--- src/rtl/inst_fetch.sv ---
`default_nettype none
// ----------------------------------------------------------------------------
// inst_fetch : PC owner, single-outstanding imem fetch, 2-entry {pc,ins} queue
// Rev 1.0
// ----------------------------------------------------------------------------
module inst_fetch #(
  parameter logic [31:0] RESET_PC = 32'h0000_0000
) (
  input  logic        clk,
  input  logic        rst_n,
  output logic        imem_req,
  output logic [31:0] imem_addr,
  input  logic        imem_ack,
  input  logic        imem_rvalid,
  input  logic [31:0] imem_rdata,
  input  logic        jmp_flag,
  input  logic [31:0] jmp_addr,
  output logic [31:0] ins,
  output logic [31:0] pc_o,
  output logic        ins_valid,
  input  logic        dec_ready
);

  typedef enum logic [1:0] {
    ST_REQ  = 2'd0,
    ST_WAIT = 2'd1,
    ST_DROP = 2'd2
  } state_t;

  state_t      state, state_nxt;
  logic [31:0] pc, pc_nxt;
  logic [31:0] req_pc, req_pc_nxt;
  logic [31:0] head_pc, head_pc_nxt, head_ins, head_ins_nxt;
  logic [31:0] tail_pc, tail_pc_nxt, tail_ins, tail_ins_nxt;
  logic [1:0]  count, count_nxt;
  logic        accept, push, pop;
  logic        unused_jmp_lsb;

  assign unused_jmp_lsb = ^jmp_addr[1:0];

  // A redirect suppresses the request so the new target is issued cleanly next cycle.
  assign imem_req  = rst_n && (state == ST_REQ) && (count < 2'd2) && !jmp_flag;
  assign imem_addr = pc;
  assign accept    = imem_req && imem_ack;

  assign ins_valid = (count != 2'd0);
  assign push      = (state == ST_WAIT) && imem_rvalid && !jmp_flag;
  assign pop       = ins_valid && dec_ready && !jmp_flag;

  assign ins  = ins_valid ? head_ins : 32'h0;
  assign pc_o = ins_valid ? head_pc  : 32'h0;

  always_ff @(posedge clk) begin
    if (!rst_n) begin
      state <= ST_REQ;
    end else begin
      state <= state_nxt;
    end
  end

  always_comb begin
    state_nxt = state;
    case (state)
      ST_REQ: begin
        if (accept) state_nxt = ST_WAIT;
      end
      ST_WAIT: begin
        if (imem_rvalid)   state_nxt = ST_REQ;
        else if (jmp_flag) state_nxt = ST_DROP;
      end
      ST_DROP: begin
        if (imem_rvalid) state_nxt = ST_REQ;
      end
      default: state_nxt = ST_REQ;
    endcase
  end

  always_comb begin
    pc_nxt     = pc;
    req_pc_nxt = req_pc;
    if (jmp_flag) begin
      pc_nxt = {jmp_addr[31:2], 2'b00};
    end else if (accept) begin
      pc_nxt     = pc + 32'd4;
      req_pc_nxt = pc;
    end
  end

  // Queue update; push only ever lands with count<2 since a single request is in flight.
  always_comb begin
    head_pc_nxt  = head_pc;
    head_ins_nxt = head_ins;
    tail_pc_nxt  = tail_pc;
    tail_ins_nxt = tail_ins;
    count_nxt    = count;
    if (jmp_flag) begin
      count_nxt = 2'd0;
    end else begin
      case ({push, pop})
        2'b10: begin
          if (count == 2'd0) begin
            head_pc_nxt  = req_pc;
            head_ins_nxt = imem_rdata;
          end else begin
            tail_pc_nxt  = req_pc;
            tail_ins_nxt = imem_rdata;
          end
          count_nxt = count + 2'd1;
        end
        2'b01: begin
          head_pc_nxt  = tail_pc;
          head_ins_nxt = tail_ins;
          count_nxt    = count - 2'd1;
        end
        2'b11: begin
          if (count == 2'd1) begin
            head_pc_nxt  = req_pc;
            head_ins_nxt = imem_rdata;
          end else begin
            head_pc_nxt  = tail_pc;
            head_ins_nxt = tail_ins;
            tail_pc_nxt  = req_pc;
            tail_ins_nxt = imem_rdata;
          end
        end
        default: begin
        end
      endcase
    end
  end

  always_ff @(posedge clk) begin
    if (!rst_n) begin
      pc       <= RESET_PC;
      req_pc   <= 32'h0;
      head_pc  <= 32'h0;
      head_ins <= 32'h0;
      tail_pc  <= 32'h0;
      tail_ins <= 32'h0;
      count    <= 2'd0;
    end else begin
      pc       <= pc_nxt;
      req_pc   <= req_pc_nxt;
      head_pc  <= head_pc_nxt;
      head_ins <= head_ins_nxt;
      tail_pc  <= tail_pc_nxt;
      tail_ins <= tail_ins_nxt;
      count    <= count_nxt;
    end
  end

endmodule
`default_nettype wire

--- config.mk ---
export PLATFORM = sky130hd
export DESIGN_NAME = inst_fetch
export DESIGN_NICKNAME = d
export VERILOG_FILES = /design/src/rtl/inst_fetch.sv
export SDC_FILE = /design/constraint.sdc
export NUM_CORES = 1
export LEC_CHECK = 0
export ABC_AREA = 0
export CORE_ASPECT_RATIO = 1.2
export CORE_MARGIN = 2
export CORE_UTILIZATION = 45
export CTS_CLUSTER_DIAMETER = 30
export DETAILED_ROUTE_END_ITERATION = 6
export PLACE_DENSITY = 0.78
export SLEW_MARGIN = 5
export SYNTH_ARGS = -nofsm -noshare
export SYNTH_HDL_FRONTEND = slang
export SYNTH_SLANG_ARGS = --single-unit
--- constraint.sdc ---
create_clock -name clk -period 7.2 [get_ports clk]
set_input_delay 2.16 -clock clk [delete_from_list [all_inputs] [get_ports clk]]
set_output_delay 2.16 -clock clk [all_outputs]
set_load 0.01 [all_outputs]
== Yosys cells after proc, flatten, opt, wreduce, memory -nomap -nowiden ==
Index checks and enable logic that the tools add are counted.

* Memories kept: 0
* Logic and storage cells: 70
* Bits in latches: 0
* RAM bits: 0
* Bits of input ports: 70
* Register bits after elaboration: 196
* Bits in read-only memories: 0

* Bitwise logic cells: 2
* Add/sub/neg operators: 3
* Reduce and logical (&&, ||, !) cells: 21
* $mul: 0
* Shift-type cells: 0
* Div/mod/pow operators: 0
* Mux-type cells: 22
* Equality and inequality tests: 12
* Order comparisons: 1

{| class="wikitable"
|+ Operators with widths
! cell !! number
|-
| $mux 32 || 12
|-
| $pmux 32 s3 || 2
|-
| $pmux 32 s2 || 2
|-
| $add 32x3->32 const B || 1
|-
| $ne 2x2->1 const B || 5
|-
| $logic_and 1x1->1 || 8
|-
| $mux 2 || 4
|-
| $reduce_bool 2->1 || 4
|-
| $eq 2x1->1 const B || 3
|-
| $eq 2x2->1 const B || 3
|-
| $pmux 2 s3 || 1
|-
| $reduce_and 3->1 || 2
|-
| $logic_not 2->1 || 2
|-
| $pmux 2 s2 || 1
|-
| $reduce_and 4->1 || 1
|-
| $ne 3x3->1 const B || 1
|-
| $reduce_bool 3->1 || 1
|-
| $add 2x1->2 const B || 1
|-
| $lt 2x2->1 const B || 1
|-
| $not 1->1 || 2
|-
| $reduce_and 2->1 || 1
|-
| $reduce_or 2->1 || 1
|-
| $sub 2x1->2 const B || 1
|-
| $logic_not 1->1 || 1
|}

== Depth between registers and ports, before layout ==
Gate-level depths: netlist of the first run.

* Depth after elaboration: 7
* Mapped depth: 13
* Gate-level depth less buffers: 10

== Worst setup path before layout of the first run ==
OpenSTA, ideal clock, no wires.

* Path type: input -> output
* Start point: input jmp_flag
* End point: output imem_req
* Path slack: 1.895 ns
* Data arrival time: 3.145 ns
* Path buffers: 2
* Cell stages on the path: 5
* Path through: buf_2 -> inv_1 -> buf_1 -> nand2_1 -> nor3_1

* Longest elaborated chain between the ends: 2

{| class="wikitable"
|+ Ends and longest elaborated chain
! element !! RTL line !! source
|-
| start: declaration || 16 || <nowiki>input logic jmp_flag,</nowiki>
|-
| $logic_not 1->1 || 42 || <nowiki>assign imem_req = rst_n && (state == ST_REQ) && (count < 2'd2) && !jmp_flag;</nowiki>
|-
| $logic_and 1x1->1 || 42 ||
|-
| end: declaration || 11 || <nowiki>output logic imem_req,</nowiki>
|}

No other way between the ends.

== Worst setup path in the final report of the first run ==
* Start point: input rst_n
* End point: output imem_req

* Longest elaborated chain between the ends: 3

{| class="wikitable"
|+ Ends and longest elaborated chain
! element !! RTL line !! source
|-
| start: declaration || 10 || <nowiki>input logic rst_n,</nowiki>
|-
| $logic_and 1x1->1 (3 in a row) || 42 ||
|}

No other way between the ends.

==> flow_results.xml, run 1 <==
<?xml version="1.0" encoding="UTF-8"?>
<metrics>
  <group name="logic_synthesis">
    <metric name="synth_async_sr_flop_share" unit="%">0</metric>
    <metric name="synth_cell_type_count" unit="">54</metric>
    <metric name="warnings_from_yosys" unit="">0</metric>
    <metric name="most_instantiated_flip_flop_cell_in_the_synthesis_netlist" unit="">dfxtp_1</metric>
    <metric name="avg_synthesized_cell_area" unit="sq um">7.99</metric>
    <metric name="number_of_enable_flip_flop_cells_after_synthesis" unit="">0</metric>
    <metric name="synth.cell_area" unit="sq mm">0.00812</metric>
    <metric name="synth_top_cell_by_area" unit="">dfxtp_1</metric>
    <metric name="post_synthesis_cell_count" unit="">1016</metric>
    <metric name="number_of_flip_flops_and_latches_in_the_synthesized_netlist" unit="">188</metric>
    <metric name="sequential_fraction_of_the_synthesis_area" unit="%">46.3</metric>
    <metric name="synth_largest_type_area_fraction" unit="%">46.3</metric>
    <metric name="synth_top_cells_by_area" unit="">dfxtp_1 (46%), nand2_1 (9.8%), a21oi_1 (7.1%), a221oi_1 (6.8%), nor2b_1 (4.9%)</metric>
  </group>
  <group name="worst_setup_path">
    <metric name="timing.critical_path.cells" unit="">clkdlybuf4s50_1, nand2_1, nor3_1, clkdlybuf4s50_1</metric>
    <metric name="critPathKind" unit="">input port to primary output</metric>
    <metric name="critical-path-slowest-cell" unit="">clkdlybuf4s50_1</metric>
    <metric name="critical_path.startpoint_type" unit="">input port</metric>
    <metric name="worstSetupEndpointType" unit="">primary output</metric>
    <metric name="crit_path_frequent_cell" unit="">clkdlybuf4s50_1</metric>
    <metric name="worst_ep_arrival_time" unit="ns">3.84</metric>
    <metric name="critPathRequiredTime" unit="ns">5.04</metric>
    <metric name="path_max_fanout" unit="">10</metric>
    <metric name="worst_path_largest_cell_delay" unit="ns">0.76</metric>
  </group>
  <group name="drt">
    <metric name="drt-total-wl" unit="mm">21.6</metric>
    <metric name="post_detailed_route_drc_marker_count" unit="">0</metric>
    <metric name="drt_iter0_markers" unit="">756</metric>
    <metric name="vias_per_cell" unit="">5.65</metric>
    <metric name="number_of_iterations_in_the_first_detailed_routing_pass" unit="">5</metric>
    <metric name="ant_nets" unit="">0</metric>
    <metric name="avgRoutedWirePerCell" unit="microns">15.9</metric>
    <metric name="detailroute.via_count" unit="">7656</metric>
  </group>
  <group name="placement">
    <metric name="dp.final_hpwl" unit="mm">13.6</metric>
    <metric name="globalplace.congestion" unit="">0.857</metric>
    <metric name="port_buffers" unit="">161</metric>
  </group>
  <group name="final_layout">
    <metric name="multi_input_comb_area" unit="sq mm">0.00400</metric>
    <metric name="register_area" unit="sq mm">0.00376</metric>
    <metric name="utilization" unit="%">59.1</metric>
    <metric name="drive_gt1_share" unit="%">5.37</metric>
    <metric name="fillerInstances" unit="">1577</metric>
    <metric name="area_growth" unit="%">27.9</metric>
    <metric name="antenna_cells_inserted" unit="">0</metric>
    <metric name="nets" unit="">1200</metric>
  </group>
  <group name="global_routing">
    <metric name="gr-usage-all-layers" unit="%">22.3</metric>
    <metric name="vias_in_the_first_global_route" unit="">6882</metric>
    <metric name="grt_max_degree" unit="">102</metric>
    <metric name="wire_length_of_the_first_global_routing_pass" unit="mm">34.8</metric>
    <metric name="grt_overflow_total" unit="">0</metric>
    <metric name="antenna_found_initial" unit="">0</metric>
  </group>
  <group name="clock_network">
    <metric name="cts_buffers" unit="">17</metric>
    <metric name="clockBufferDepth" unit="">2</metric>
    <metric name="sinks_on_the_clock_net" unit="">188</metric>
    <metric name="ctsRootBufferMaster" unit="">clkbuf_16</metric>
    <metric name="post_cts_resize_count" unit="">0</metric>
    <metric name="tritoncts" unit="">built</metric>
    <metric name="post-cts-setup-buffer-count" unit="">0</metric>
    <metric name="cts_hold_buf" unit="">0</metric>
    <metric name="worst_setup_hold_path_clk_slew" unit="ns">0.07</metric>
    <metric name="h-tree-depth" unit="">4</metric>
    <metric name="insertion_delay" unit="ns">0.43</metric>
  </group>
  <group name="status">
    <metric name="status" unit="">complete, no violations</metric>
  </group>
  <group name="timing">
    <metric name="tns" unit="ns">0</metric>
    <metric name="max_freq" unit="GHz">0.167</metric>
    <metric name="setup_violations" unit="">0</metric>
    <metric name="clock_skew" unit="ns">0.00892</metric>
    <metric name="grt_setup_unrepaired" unit="">no</metric>
    <metric name="drv_slew" unit="">0</metric>
    <metric name="min_period" unit="ns">6.00</metric>
    <metric name="tightest_slew" unit="ns">1.02</metric>
    <metric name="relSlewSlack" unit="%">31.9</metric>
    <metric name="timing_hold_violations_final" unit="">0</metric>
    <metric name="layout_worst_path_cycle_share" unit="%">83.3</metric>
  </group>
  <group name="die">
    <metric name="die_w" unit="microns">127</metric>
    <metric name="top_level_ports" unit="">168</metric>
    <metric name="die-height" unit="microns">151</metric>
    <metric name="std_cell_rows" unit="">53</metric>
    <metric name="initial_core_util" unit="%">46.2</metric>
    <metric name="floorplan.die_area" unit="sq mm">0.0191</metric>
    <metric name="core" unit="sq mm">0.0176</metric>
  </group>
  <group name="power">
    <metric name="leakage" unit="nW">3.35</metric>
    <metric name="ir_drop" unit="mV">0.223</metric>
    <metric name="pwr_per_cell_area" unit="mW/mm^2">209</metric>
  </group>
  <group name="hold_path">
    <metric name="hold_crit_class" unit="">flip-flop to flip-flop</metric>
  </group>
  <group name="job">
    <metric name="timing.max_cap.violations" unit="">0</metric>
  </group>
</metrics>
worst max-delay path, delay by kind of cell:
kind	cells	cell delay (ns)
buf+inv	2	1.32
simple gates	2	0.35
area by class of cell:
class / count / area share [%]
timing repair buffer: 172 / 16.4
tap: 220 / 2.65
clock inverter: 14 / 1.54
inverter: 12 / 0.458
sequential: 188 / 36.2
clock buffer: 18 / 4.23
multi-input combinational: 732 / 38.5
logic make-up (layout without fill, tap and decap cells):
| group | after synthesis | in the layout | synth area share, % |
|---|---|---|---|
| AND/OR/NAND/NOR | 480 | 480 | 27.7 |
| AO/OA/AOI/OAI | 227 | 227 | 18.2 |
| flip-flops | 188 | 188 | 46.3 |
| buffers and inverters | 99 | 216 | 5.01 |
| XOR/XNOR | 10 | 10 | 1.08 |
| adder cells (fa/ha/maj) | 7 | 7 | 1.08 |
| multiplexers | 4 | 4 | 0.539 |
| other | 1 | 4 | 0.0462 |
synthesized netlist by cell type, drive strengths merged, types with 3 or more instances:
cell type / number
o21ai: 9
o211ai: 6
a31oi: 7
mux2: 3
o21a: 4
clkbuf: 66
a221oi: 63
nor3: 69
and2: 4
nand3: 14
buf: 21
xor2: 9
or3: 4
a21oi: 115
nand4: 12
o22ai: 7
dfxtp: 188
nor4: 6
nor2: 80
ha: 7
and3: 5
nor2b: 64
nand2: 211
a32oi: 3
or2: 5
inv: 12
flip-flops by register name (all words and copies together) (netlist names):
signal,flops
state,2
req_pc,30
count,2
head_ins,32
imem_addr,30
head_pc,30
tail_pc,30
tail_ins,32
power breakdown:
| group | internal (W) | total [W] | switching (W) |
|---|---|---|---|
| clock network | 0.000529 | 0.000947 | 0.000418 |
| logic | 0.0000738 | 0.000146 | 0.0000720 |
| registers | 0.00106 | 0.00108 | 0.0000246 |
final timing paths:
kind	cells past startpoint	end	slack, ns	from
worst min register to register	2	tail_ins[11]	0.45	tail_ins[11]
worst max-delay path	4	imem_req	1.20	rst_n
worst min-delay path	2	tail_ins[11]	0.45	tail_ins[11]
worst max register to register	11	tail_ins[19]	3.51	count[1]
routing by layer:
metal | global-route usage (%) | wire, microns | part of all wire, %
met2 | 37.1 | 10500 | 49
met5 | 0 | 0 | 0
met3 | 3.92 | 1240 | 5.7
met1 | 28.7 | 9230 | 43
met4 | 9.07 | 584 | 2.7
cells in the final DEF, fill, tap and decap left out, drive strengths merged, types with 3 or more instances in the layout:
cell,instances
conb,4
nor4,6
dfxtp,188
o211ai,6
a31oi,7
ha,7
nor2b,64
nand4,12
clkdlybuf4s50,161
xor2,9
o22ai,7
clkinv,6
o21a,4
or2,5
nand2,211
or3,4
a221oi,63
o21ai,9
and3,5
nor2,80
clkbuf,18
and2,4
buf,11
a21oi,115
a32oi,3
nor3,69
mux2,3
inv,16
nand3,14
per-stage QoR:
step | cell area [sq um] | worst slack [ns] | hold WS, ns | instances | total power, W
4_1_cts | 10400 | 1.19 | 0.456 | 1356 | 0.00219
5_1_grt | 10400 | 1.09 | 0.467 | 1356 | 0.00224
3_5_place_dp | 9790 | 1.19 | 0.446 | 1324 | 0.00125
3_3_place_gp | 9790 | 1.18 | 0.441 | 1324 | 0.00125
2_1_floorplan | 8130 | 1.89 | 0.436 | 1019 | 0.00117
6_report | 10400 | 1.20 | 0.454 | 1356 | 0.00217
(Power assumes the default switching activity.)
==> run 2, diff against run 1 <==
--- a/config.mk
+++ b/config.mk
@@ -11,7 +11,7 @@
 export CORE_UTILIZATION = 45
 export CTS_CLUSTER_DIAMETER = 30
 export DETAILED_ROUTE_END_ITERATION = 6
-export PLACE_DENSITY = 0.78
+export PLACE_DENSITY = 0.8
 export SLEW_MARGIN = 5
 export SYNTH_ARGS = -nofsm -noshare
 export SYNTH_HDL_FRONTEND = slang
==> constraint.sdc (replaced) <==
create_clock -name clk -period 4.92 [get_ports clk]
set_input_delay 1.476 -clock clk [delete_from_list [all_inputs] [get_ports clk]]
set_output_delay 1.476 -clock clk [all_outputs]
set_load 0.01 [all_outputs]
==> flow_results.xml, run 2 (synthesis results as in run 1) <==
<?xml version="1.0" encoding="UTF-8"?>
<metrics>
  <group name="drt">
    <metric name="detailroute.via_count" unit="">7612</metric>
    <metric name="ant_nets" unit="">0</metric>
    <metric name="vias_per_cell" unit="">5.59</metric>
    <metric name="number_of_iterations_in_the_first_detailed_routing_pass" unit="">5</metric>
    <metric name="drt-total-wl" unit="mm">21.3</metric>
    <metric name="avgRoutedWirePerCell" unit="microns">15.7</metric>
    <metric name="drt_iter0_markers" unit="">665</metric>
    <metric name="post_detailed_route_drc_marker_count" unit="">0</metric>
  </group>
  <group name="timing">
    <metric name="layout_worst_path_cycle_share" unit="%">88.0</metric>
    <metric name="timing_hold_violations_final" unit="">0</metric>
    <metric name="max_freq" unit="GHz">0.231</metric>
    <metric name="clock_skew" unit="ns">0.00743</metric>
    <metric name="setup_violations" unit="">0</metric>
    <metric name="drv_slew" unit="">0</metric>
    <metric name="hold_ws" unit="ns">0.455</metric>
    <metric name="min_period" unit="ns">4.33</metric>
    <metric name="tightest_slew" unit="ns">0.863</metric>
    <metric name="relSlewSlack" unit="%">41.9</metric>
    <metric name="grt_setup_unrepaired" unit="">no</metric>
    <metric name="tns" unit="ns">0</metric>
  </group>
  <group name="job">
    <metric name="timing.max_cap.violations" unit="">0</metric>
  </group>
  <group name="final_layout">
    <metric name="final_common_cell" unit="">nand2_1</metric>
    <metric name="largest_registers" unit="">head_ins x32, tail_ins x32</metric>
    <metric name="area_growth" unit="%">28.9</metric>
    <metric name="final_cell_count_no_fill" unit="">1361</metric>
    <metric name="fillerInstances" unit="">1535</metric>
    <metric name="finalInstanceArea" unit="sq mm">0.0105</metric>
    <metric name="drive_gt1_share" unit="%">5.78</metric>
    <metric name="top_library_cells_by_usage_in_the_layout_fill_and_taps_aside" unit="">nand2_1 (210), dfxtp_1 (188), clkdlybuf4s50_1 (161)</metric>
    <metric name="nets" unit="">1205</metric>
    <metric name="antenna_cells_inserted" unit="">0</metric>
  </group>
  <group name="power">
    <metric name="leakage" unit="nW">3.40</metric>
    <metric name="pwr_per_cell_area" unit="mW/mm^2">302</metric>
    <metric name="ir_drop" unit="mV">0.263</metric>
    <metric name="report.power.total" unit="W">0.00317</metric>
  </group>
  <group name="clock_network">
    <metric name="post-cts-setup-buffer-count" unit="">0</metric>
    <metric name="ctsRootBufferMaster" unit="">clkbuf_16</metric>
    <metric name="tritoncts" unit="">built</metric>
    <metric name="post_cts_resize_count" unit="">0</metric>
    <metric name="sinks_on_the_clock_net" unit="">188</metric>
    <metric name="insertion_delay" unit="ns">0.43</metric>
    <metric name="cts_hold_buf" unit="">0</metric>
    <metric name="worst_setup_hold_path_clk_slew" unit="ns">0.07</metric>
    <metric name="cts_buffers" unit="">17</metric>
    <metric name="clockBufferDepth" unit="">2</metric>
    <metric name="h-tree-depth" unit="">4</metric>
  </group>
  <group name="worst_setup_path">
    <metric name="reg2reg_setup_slack" unit="ns">1.77</metric>
    <metric name="path_max_fanout" unit="">3</metric>
    <metric name="timing.critical_path.cells" unit="">clkdlybuf4s50_1, nand2_1, nor3_1, clkdlybuf4s50_1</metric>
    <metric name="worst_path_largest_cell_delay" unit="ns">0.57</metric>
    <metric name="regToRegStartpoint" unit="">count[0]</metric>
    <metric name="r2r_cells" unit="">10</metric>
    <metric name="critPathKind" unit="">input port to primary output</metric>
    <metric name="crit_path_frequent_cell" unit="">clkdlybuf4s50_1</metric>
    <metric name="critical_path.reg2reg.endpoint" unit="">head_ins[5]</metric>
    <metric name="timing.critical_path.buf_inv" unit="">2</metric>
    <metric name="critical-path-slowest-cell" unit="">clkdlybuf4s50_1</metric>
    <metric name="critPathRequiredTime" unit="ns">3.44</metric>
    <metric name="worstSetupEndpointType" unit="">primary output</metric>
    <metric name="cpLargestDelayFamily" unit="">buffers and inverters</metric>
    <metric name="worst_ep_arrival_time" unit="ns">2.85</metric>
    <metric name="critical_path.startpoint_type" unit="">input port</metric>
  </group>
  <group name="die">
    <metric name="std_cell_rows" unit="">53</metric>
    <metric name="floorplan.die_area" unit="sq mm">0.0191</metric>
    <metric name="die-height" unit="microns">151</metric>
    <metric name="initial_core_util" unit="%">46.2</metric>
    <metric name="die_w" unit="microns">127</metric>
    <metric name="core" unit="sq mm">0.0176</metric>
    <metric name="top_level_ports" unit="">168</metric>
  </group>
  <group name="placement">
    <metric name="dp.final_hpwl" unit="mm">13.9</metric>
    <metric name="port_buffers" unit="">161</metric>
    <metric name="placedCellCount" unit="">1329</metric>
    <metric name="place_area" unit="sq mm">0.00988</metric>
    <metric name="globalplace.congestion" unit="">0.868</metric>
  </group>
  <group name="global_routing">
    <metric name="grt_overflow_total" unit="">0</metric>
    <metric name="grt_max_degree" unit="">83</metric>
    <metric name="gr-usage-all-layers" unit="%">21.9</metric>
    <metric name="wire_length_of_the_first_global_routing_pass" unit="mm">34.4</metric>
    <metric name="antenna_found_initial" unit="">0</metric>
    <metric name="vias_in_the_first_global_route" unit="">6879</metric>
  </group>
  <group name="hold_path">
    <metric name="hold_path_end" unit="">tail_ins[18]</metric>
    <metric name="hold_path.startpoint" unit="">tail_ins[18]</metric>
    <metric name="hold_crit_class" unit="">flip-flop to flip-flop</metric>
    <metric name="whs_path_depth" unit="">2</metric>
  </group>
  <group name="status">
    <metric name="status" unit="">complete, no violations</metric>
  </group>
</metrics>
-- run 2: cell types whose count changed in the layout (fill, tap and decap cells not counted), sizes merged --
cell	delta
clkinv	-1
clkinvlp	-1
buf	+5
inv	+1
clkbuf	+2
bufinv	-1
-- run 2: worst max path at each step --
stage / endpoint / cells past startpoint / startpoint
3_3_place_gp: imem_req / 4 / rst_n
2_1_floorplan: imem_req / 5 / jmp_flag
6_report: imem_req / 4 / rst_n
3_5_place_dp: head_ins[29] / 11 / jmp_flag
4_1_cts: imem_req / 4 / rst_n
5_1_grt: imem_req / 5 / jmp_flag
-- run 2: per-layer routing --
| layer | vias up | part of all wire [%] | track usage, % | wire length, microns |
|---|---|---|---|---|
| met5 | - | 0 | 0 | 0 |
| met3 | 29 | 6.6 | 4.45 | 1420 |
| li1 | 3764 | - | - | - |
| met4 | 0 | 1.4 | 7.31 | 297 |
| met1 | 3532 | 42 | 28.1 | 8960 |
| met2 | 287 | 50 | 37.1 | 10700 |
-- run 2: power breakdown --
| group | internal [W] | leakage [nW] | switching (W) |
|---|---|---|---|
| Clock | 0.000754 | 0.293 | 0.000613 |
| Combinational | 0.000111 | 1.58 | 0.000103 |
| Sequential | 0.00155 | 1.52 | 0.0000376 |
-- run 2: through the flow --
| stage | setup slack (ns) | util (%) |
|---|---|---|
| 4_1_cts | 0.554 | 59.6 |
| 2_1_floorplan | 0.983 | - |
| 3_3_place_gp | 0.554 | 56.2 |
| 6_report | 0.590 | 59.6 |
| 3_5_place_dp | 0.507 | 56.2 |
| 5_1_grt | 0.508 | 59.6 |
-- run 2: area by class of cell --
class | count | area (sq um) | area share, %
clock buffers | 20 | 467 | 4.46
inverters | 12 | 47.5 | 0.454
well taps | 220 | 275 | 2.63
clock inverters | 12 | 129 | 1.23
flip-flops and latches | 188 | 3760 | 35.9
repair buffers | 177 | 1790 | 17.1
multi-input cells | 732 | 4000 | 38.2
-- run 2: worst register-to-register path, stage by stage, from the launching register on --
cell      delay [ns]
dfxtp_1         0.38
inv_1           0.07
ha_2            0.43
inv_1           0.16
and3_1          0.27
ha_1            0.25
a21oi_1         0.13
nor2_4          0.55
buf_4           0.49
a221oi_1        0.16
nor3_1          0.20
